## src/rtl/pattern_scan_pkg.sv

```systemverilog
// Shared types for the pattern scan sequencer: FSM states, X step-mode
// encodings and the step decoder used by the X axis counter.
// No ports; imported by pattern_scan_ctrl and scan_axis_cnt users.
package pattern_scan_pkg;

  // Width of the step value returned by step_of (matches the counter datapath).
  localparam int STEP_W = 12;

  typedef enum logic [1:0] {
    ST_IDLE = 2'd0,
    ST_LOAD = 2'd1,
    ST_RUN  = 2'd2,
    ST_DONE = 2'd3
  } state_t;

  localparam logic [1:0] XMODE_0 = 2'b00;
  localparam logic [1:0] XMODE_1 = 2'b01;
  localparam logic [1:0] XMODE_4 = 2'b10;
  localparam logic [1:0] XMODE_8 = 2'b11;

  function automatic logic [STEP_W-1:0] step_of(input logic [1:0] xmode);
    case (xmode)
      XMODE_1: step_of = STEP_W'(1);
      XMODE_4: step_of = STEP_W'(4);
      XMODE_8: step_of = STEP_W'(8);
      default: step_of = '0;
    endcase
  endfunction

endpackage

```

## src/rtl/scan_axis_cnt.sv

```systemverilog
// Loadable W-bit axis counter that advances by a step and flags when the
// next value would pass an inclusive limit. Load has priority over advance.
// Ports: clk, rst_n, load_i/load_val_i, adv_i, step_i, limit_i -> cnt_o, past_o.
module scan_axis_cnt #(
  parameter int W = 12
) (
  input  logic         clk,
  input  logic         rst_n,
  input  logic         load_i,
  input  logic [W-1:0] load_val_i,
  input  logic         adv_i,
  input  logic [W-1:0] step_i,
  input  logic [W-1:0] limit_i,
  output logic [W-1:0] cnt_o,
  output logic         past_o
);

  logic [W-1:0] cnt_q, cnt_d;
  logic [W:0]   nxt;

  // One extra bit so a step past the top of the W-bit range is still seen
  // as beyond the limit rather than wrapping back into the window.
  assign nxt    = {1'b0, cnt_q} + {1'b0, step_i};
  assign past_o = nxt > {1'b0, limit_i};
  assign cnt_o  = cnt_q;

  always_comb begin
    cnt_d = cnt_q;
    if (load_i) begin
      cnt_d = load_val_i;
    end else if (adv_i) begin
      cnt_d = nxt[W-1:0];
    end
  end

  always_ff @(posedge clk or negedge rst_n) begin
    if (!rst_n) begin
      cnt_q <= '0;
    end else begin
      cnt_q <= cnt_d;
    end
  end

endmodule

```

## src/rtl/pattern_scan_ctrl.sv

```systemverilog
// Window scan sequencer: emits (x, y) beats over a latched rectangle, X stepping
// by 0/1/4/8 and Y by 1 per row. First beat 2 cycles after start; beats hold
// stable while out_ready is low. Ports: start/stop/config in, out_* stream,
// busy/done/cfg_err status. Optional PATTERN_SCAN_BEAT_CNT_EN adds beat_cnt.
module pattern_scan_ctrl
  import pattern_scan_pkg::*;
#(
  parameter int W     = 12,
  parameter int X_MAX = 639,
  parameter int Y_MAX = 479
) (
  input  logic         clk,
  input  logic         rst_n,
  input  logic         start,
  input  logic         stop,
  input  logic [1:0]   xmode,
  input  logic [W-1:0] x_start,
  input  logic [W-1:0] x_end,
  input  logic [W-1:0] y_start,
  input  logic [W-1:0] y_end,
  input  logic         out_ready,
  output logic         out_valid,
  output logic [W-1:0] x_out,
  output logic [W-1:0] y_out,
  output logic         line_end,
  output logic         busy,
  output logic         done,
  output logic         cfg_err
`ifdef PATTERN_SCAN_BEAT_CNT_EN
  ,
  output logic [2*W-1:0] beat_cnt
`endif
);

  localparam logic [W-1:0] X_MAX_W = W'(X_MAX);
  localparam logic [W-1:0] Y_MAX_W = W'(Y_MAX);

  state_t       state_q, state_d;
  logic         valid_q, valid_d;
  logic         cfg_err_q, cfg_err_d;
  logic [1:0]   xmode_q;
  logic [W-1:0] xs_q, xe_q, ys_q, ye_q;
  logic         latch;
  logic         x_load, x_adv, y_load, y_adv;
  logic         x_past, y_past;
  logic [W-1:0] step;
  logic         cfg_bad, xfer, row_end;

  assign step    = W'(step_of(xmode_q));
  assign cfg_bad = (x_start > x_end) || (y_start > y_end) ||
                   (x_end > X_MAX_W) || (y_end > Y_MAX_W);
  assign xfer    = valid_q && out_ready;
  // A zero step never moves along the row, so every beat closes its row.
  assign row_end = (step == '0) || x_past;

  assign out_valid = valid_q;
  assign line_end  = valid_q && row_end;
  assign busy      = (state_q == ST_LOAD) || (state_q == ST_RUN);
  assign done      = (state_q == ST_DONE);
  assign cfg_err   = cfg_err_q;

  always_comb begin
    state_d   = state_q;
    valid_d   = valid_q;
    cfg_err_d = 1'b0;
    latch     = 1'b0;
    x_load    = 1'b0;
    x_adv     = 1'b0;
    y_load    = 1'b0;
    y_adv     = 1'b0;
    if (stop) begin
      // Abort from anywhere; counters hold and no done pulse follows.
      state_d = ST_IDLE;
      valid_d = 1'b0;
    end else begin
      case (state_q)
        ST_IDLE: begin
          if (start) begin
            if (cfg_bad) begin
              cfg_err_d = 1'b1;
            end else begin
              latch   = 1'b1;
              state_d = ST_LOAD;
            end
          end
        end
        ST_LOAD: begin
          x_load  = 1'b1;
          y_load  = 1'b1;
          valid_d = 1'b1;
          state_d = ST_RUN;
        end
        ST_RUN: begin
          if (xfer) begin
            if (!row_end) begin
              x_adv = 1'b1;
            end else if (!y_past) begin
              x_load = 1'b1;
              y_adv  = 1'b1;
            end else begin
              valid_d = 1'b0;
              state_d = ST_DONE;
            end
          end
        end
        default: begin
          state_d = ST_IDLE;
        end
      endcase
    end
  end

  always_ff @(posedge clk or negedge rst_n) begin
    if (!rst_n) begin
      state_q   <= ST_IDLE;
      valid_q   <= 1'b0;
      cfg_err_q <= 1'b0;
      xmode_q   <= XMODE_0;
      xs_q      <= '0;
      xe_q      <= '0;
      ys_q      <= '0;
      ye_q      <= '0;
    end else begin
      state_q   <= state_d;
      valid_q   <= valid_d;
      cfg_err_q <= cfg_err_d;
      if (latch) begin
        xmode_q <= xmode;
        xs_q    <= x_start;
        xe_q    <= x_end;
        ys_q    <= y_start;
        ye_q    <= y_end;
      end
    end
  end

  // Y has step 1, so "next passes the limit" is exactly "on the last row".
  scan_axis_cnt #(.W(W)) u_x_cnt (
    .clk        (clk),
    .rst_n      (rst_n),
    .load_i     (x_load),
    .load_val_i (xs_q),
    .adv_i      (x_adv),
    .step_i     (step),
    .limit_i    (xe_q),
    .cnt_o      (x_out),
    .past_o     (x_past)
  );

  scan_axis_cnt #(.W(W)) u_y_cnt (
    .clk        (clk),
    .rst_n      (rst_n),
    .load_i     (y_load),
    .load_val_i (ys_q),
    .adv_i      (y_adv),
    .step_i     (W'(1)),
    .limit_i    (ye_q),
    .cnt_o      (y_out),
    .past_o     (y_past)
  );

`ifdef PATTERN_SCAN_BEAT_CNT_EN
  logic [2*W-1:0] beat_cnt_q;

  always_ff @(posedge clk or negedge rst_n) begin
    if (!rst_n) begin
      beat_cnt_q <= '0;
    end else if (state_q == ST_LOAD) begin
      beat_cnt_q <= '0;
    end else if (xfer) begin
      beat_cnt_q <= beat_cnt_q + 1'b1;
    end
  end

  assign beat_cnt = beat_cnt_q;
`endif

endmodule

```

## config.mk

```make
export PLATFORM = sky130hd
export DESIGN_NAME = pattern_scan_ctrl
export DESIGN_NICKNAME = d
export VERILOG_FILES = /design/src/rtl/pattern_scan_pkg.sv /design/src/rtl/scan_axis_cnt.sv /design/src/rtl/pattern_scan_ctrl.sv
export SDC_FILE = /design/constraint.sdc
export NUM_CORES = 1
export LEC_CHECK = 0
export CORE_MARGIN = 3
export CORE_UTILIZATION = 55
export DETAILED_ROUTE_END_ITERATION = 8
export PLACE_DENSITY = 0.78
export SLEW_MARGIN = 10
export SYNTH_ARGS = -nofsm -noshare
export SYNTH_HDL_FRONTEND = slang
export SYNTH_SLANG_ARGS = --single-unit
```

## constraint.sdc

```tcl
create_clock -name clk -period 12.6 [get_ports clk]
set_input_delay 1.26 -clock clk [delete_from_list [all_inputs] [get_ports clk]]
set_output_delay 1.26 -clock clk [all_outputs]
set_load 0.03 [all_outputs]
```

==> flow_summary.toml <==
[logic_synthesis]
ys.flop_type = "dfrtp_1"
ys_types = 61
ys_ff_latch = 78
syn_area_um2 = 5130
yosysSeqAreaShare_pct = 38.0
ys_warn_count = 0
async_flop_share_pct = 100
synth-edff-count = 0
synth_nets = 635
syn_area_per_cell_um2 = 9.82
syn_inst = 523

[power_and_ir_drop]
switching_share_pct = 36.4
internal_power_w = 0.000483
combPwrFrac_pct = 35.4
switching_power_w = 0.000276
clkPwrFrac_pct = 24.3
seq_power_share_pct = 40.3
power.density_nw_per_um2 = 122
ir_drop_uv = 54.9
p_leak_nw = 2.94
power_w = 0.000759

[clock_tree]
path_clk_slew_ns = 0.08
postCtsSetupRepairBufs = 0
cts_root_buf = "clkbuf_8"
cts_resized = 0
htreeDepth = 3
cts_sinks = 78
clk_latency_ns = 0.35
cts-buffers-inserted = 9
hold_buffers = 0
clockBufferDepth = 2
cts_tree = "built"

[floorplanning]
die_y_um = 103
core-area_um2 = 8890
rows = 34
io_pins = 84
dieArea_um2 = 10500
start_util_pct = 57.7
die_w_um = 103

[timing]
drv_slew = 0
period_share_pct = 45.0
setup_viol = 0
relSlewSlack_pct = 34.8
worst_hold_slack_ns = 0.490
tightest_slew_ns = 0.978
hold_viol_final = 0
rsz0062_at_grt = "no"
finalSetupTns_ns = 0
fmax_ghz = 0.176
finalCriticalPeriod_ns = 5.67
skew_ns = 0.0122

[drt]
drc = 0
drt-initial-drc-count = 196
wl_um = 12400
ant_nets = 0
drt_first_pass_iters = 4
vias = 4166
wl_per_cell_um = 17.4
via_per_inst = 5.84

[grt]
antenna_found_initial = 0
first_global_vias = 4244
track_usage_pct = 25.1
grt_pass1_wl_um = 20600
grt.overflow.total = 0
grt_max_degree = 79

[min_path]
hp-start = "ye_q[9]$_DFFE_PN0P_"
hp-class = "flop to flop"

[worst_setup_path]
crit_type = "flop to primary output"
r2r_slack_ns = 7.73
cp-startpoint = "xmode_q[1]$_DFFE_PN0P_"
critical_path.max_fanout = 5
crit_path_max_incr_delay_ns = 0.59
arrival_ns = 4.41
timing.rr.start = "xmode_q[1]$_DFFE_PN0P_"
start_kind = "flop"
endpoint_kind = "primary output"
path_delay_family = "simple AND/OR/NAND/NOR gates"
crit_chain = "and2_1, ha_1, nand4_1, a21oi_1, and3_1, and3_1, xor2_1, ha_1, nand3_1, or4_4, a21o_1, and2_1, clkdlybuf4s50_1"
required_ns = 11.34
slowest_stage = "clkdlybuf4s50_1"
path_buf_inv = 1

[finish]
fin_cells = 713
drive_above_1_share_pct = 6.12
antenna_cells = 0
areaGrowthSynthToFinish_pct = 20.8
final_core_util_pct = 69.7
fin_nets = 713

[placement]
dp.cells = 698
routabilityCongestion = 0.926
dp_hpwl_um = 9430
portBuffers = 83

[status]
status = "finished clean"

[run]
max_cap_viol_count = 0
==> flip-flops by register name, indices dropped and copies added, names as in the netlist, 2 cells and up <==
register / flops
ys_q: 12
state_q: 2
xe_q: 12
xmode_q: 2
ye_q: 12
xs_q: 12
u_y_cnt.cnt_o: 12
u_x_cnt.cnt_o: 12
==> per-stage QoR <==
stage	worst slack (ns)	cell area, um^2
final	6.93	6200
after global routing	6.67	6200
after CTS	6.94	6200
after detailed placement	7.33	6010
after global placement	7.49	6010
after floorplan	8.15	5130
==> worst paths after layout <==
path	endpoint	cells past startpoint
worst max-delay path	line_end	13
worst min-delay path	ye_q[9]$_DFFE_PN0P_	1
worst max register to register	u_x_cnt.cnt_o[6]$_DFFE_PN0P_	14
worst min register to register	ye_q[9]$_DFFE_PN0P_	1
max in group asynchronous	ye_q[7]$_DFFE_PN0P_	1
min in group asynchronous	xs_q[0]$_DFFE_PN0P_	1
==> placed cells by master, fill, tap and decap left out, types with 6 or more instances in the layout <==
cell and instances:
and3_1 8, xor2_1 12, clkbuf_8 9, o21ai_1 23, o211ai_1 6, nor2b_1 8, nand3_1 18, and2_1 12
nor2_1 14, ha_1 57, dfrtp_1 78, inv_1 51, a21oi_1 21, nand4_1 14, clkdlybuf4s50_1 82, xnor2_1 18
mux2_1 38, nand2_1 49, a31oi_1 9, a22oi_1 6
==> logic make-up (layout without fill, tap and decap cells) <==
kind of cell,after synthesis,in the layout,synth area share (%)
xor gates and xnor gates,30,30,5.12
muxes,43,43,9.38
buffers and inverters,70,152,5.73
AOI/OAI and AO/OA,99,99,12.9
adders and majority gates,57,57,13.9
DFF,78,78,38.0
and+or+nand+nor,146,146,15.0
==> Yosys cell counts, types with 14 or more instances <==
library cell   n  area share (%)
a21oi_1       21             2.0
dfrtp_1       78              38
ha_1          57              14
inv_1         51             3.7
mux2_1        38             8.3
nand2_1       49             3.6
nand3_1       18             1.8
nand4_1       14             1.7
nor2_1        14             1.0
o21ai_1       23             2.2
xnor2_1       18             3.1
==> cell type report <==
class / instances / area (um^2)
Inverter: 52 / 195
Tap cell: 108 / 135
Clock buffer: 9 / 124
Timing Repair Buffer: 85 / 843
Sequential cell: 78 / 1950
Multi-Input combinational cell: 375 / 2890
Fill cell: 670 / 2690
Clock inverter: 6 / 63.8
==> power by group through the flow <==
stage                     Clock, W  Sequential (W)  Combinational [W]
after global routing      0.000197        0.000309           0.000298
after CTS                 0.000186        0.000305           0.000269
final                     0.000185        0.000306           0.000269
after floorplan                  0        0.000323           0.000156
after global placement           0        0.000308           0.000253
after detailed placement         0        0.000309           0.000267
==> routing by layer <==
layer	share of wire, %	track usage [%]	vias up
met4	1.4	7.57	0
met3	6.7	3.45	18
met5	0	0	-
met1	46	35.8	1988
met2	46	40.0	150
li1	-	-	2010
==> worst register-to-register path, cell delays in order, from the launching register on <==
cell and delay [ns]:
dfrtp_1 0.43, and2_1 0.18, ha_1 0.33, nand4_1 0.14
a21oi_1 0.38, and3_1 0.28, and3_1 0.20, xor2_1 0.09
ha_1 0.30, nand3_1 0.13, or4_4 0.58, a21o_1 0.25
and3_1 0.37, o21bai_2 0.68, mux2_1 0.40
Power figures use the tool's default switching activity.
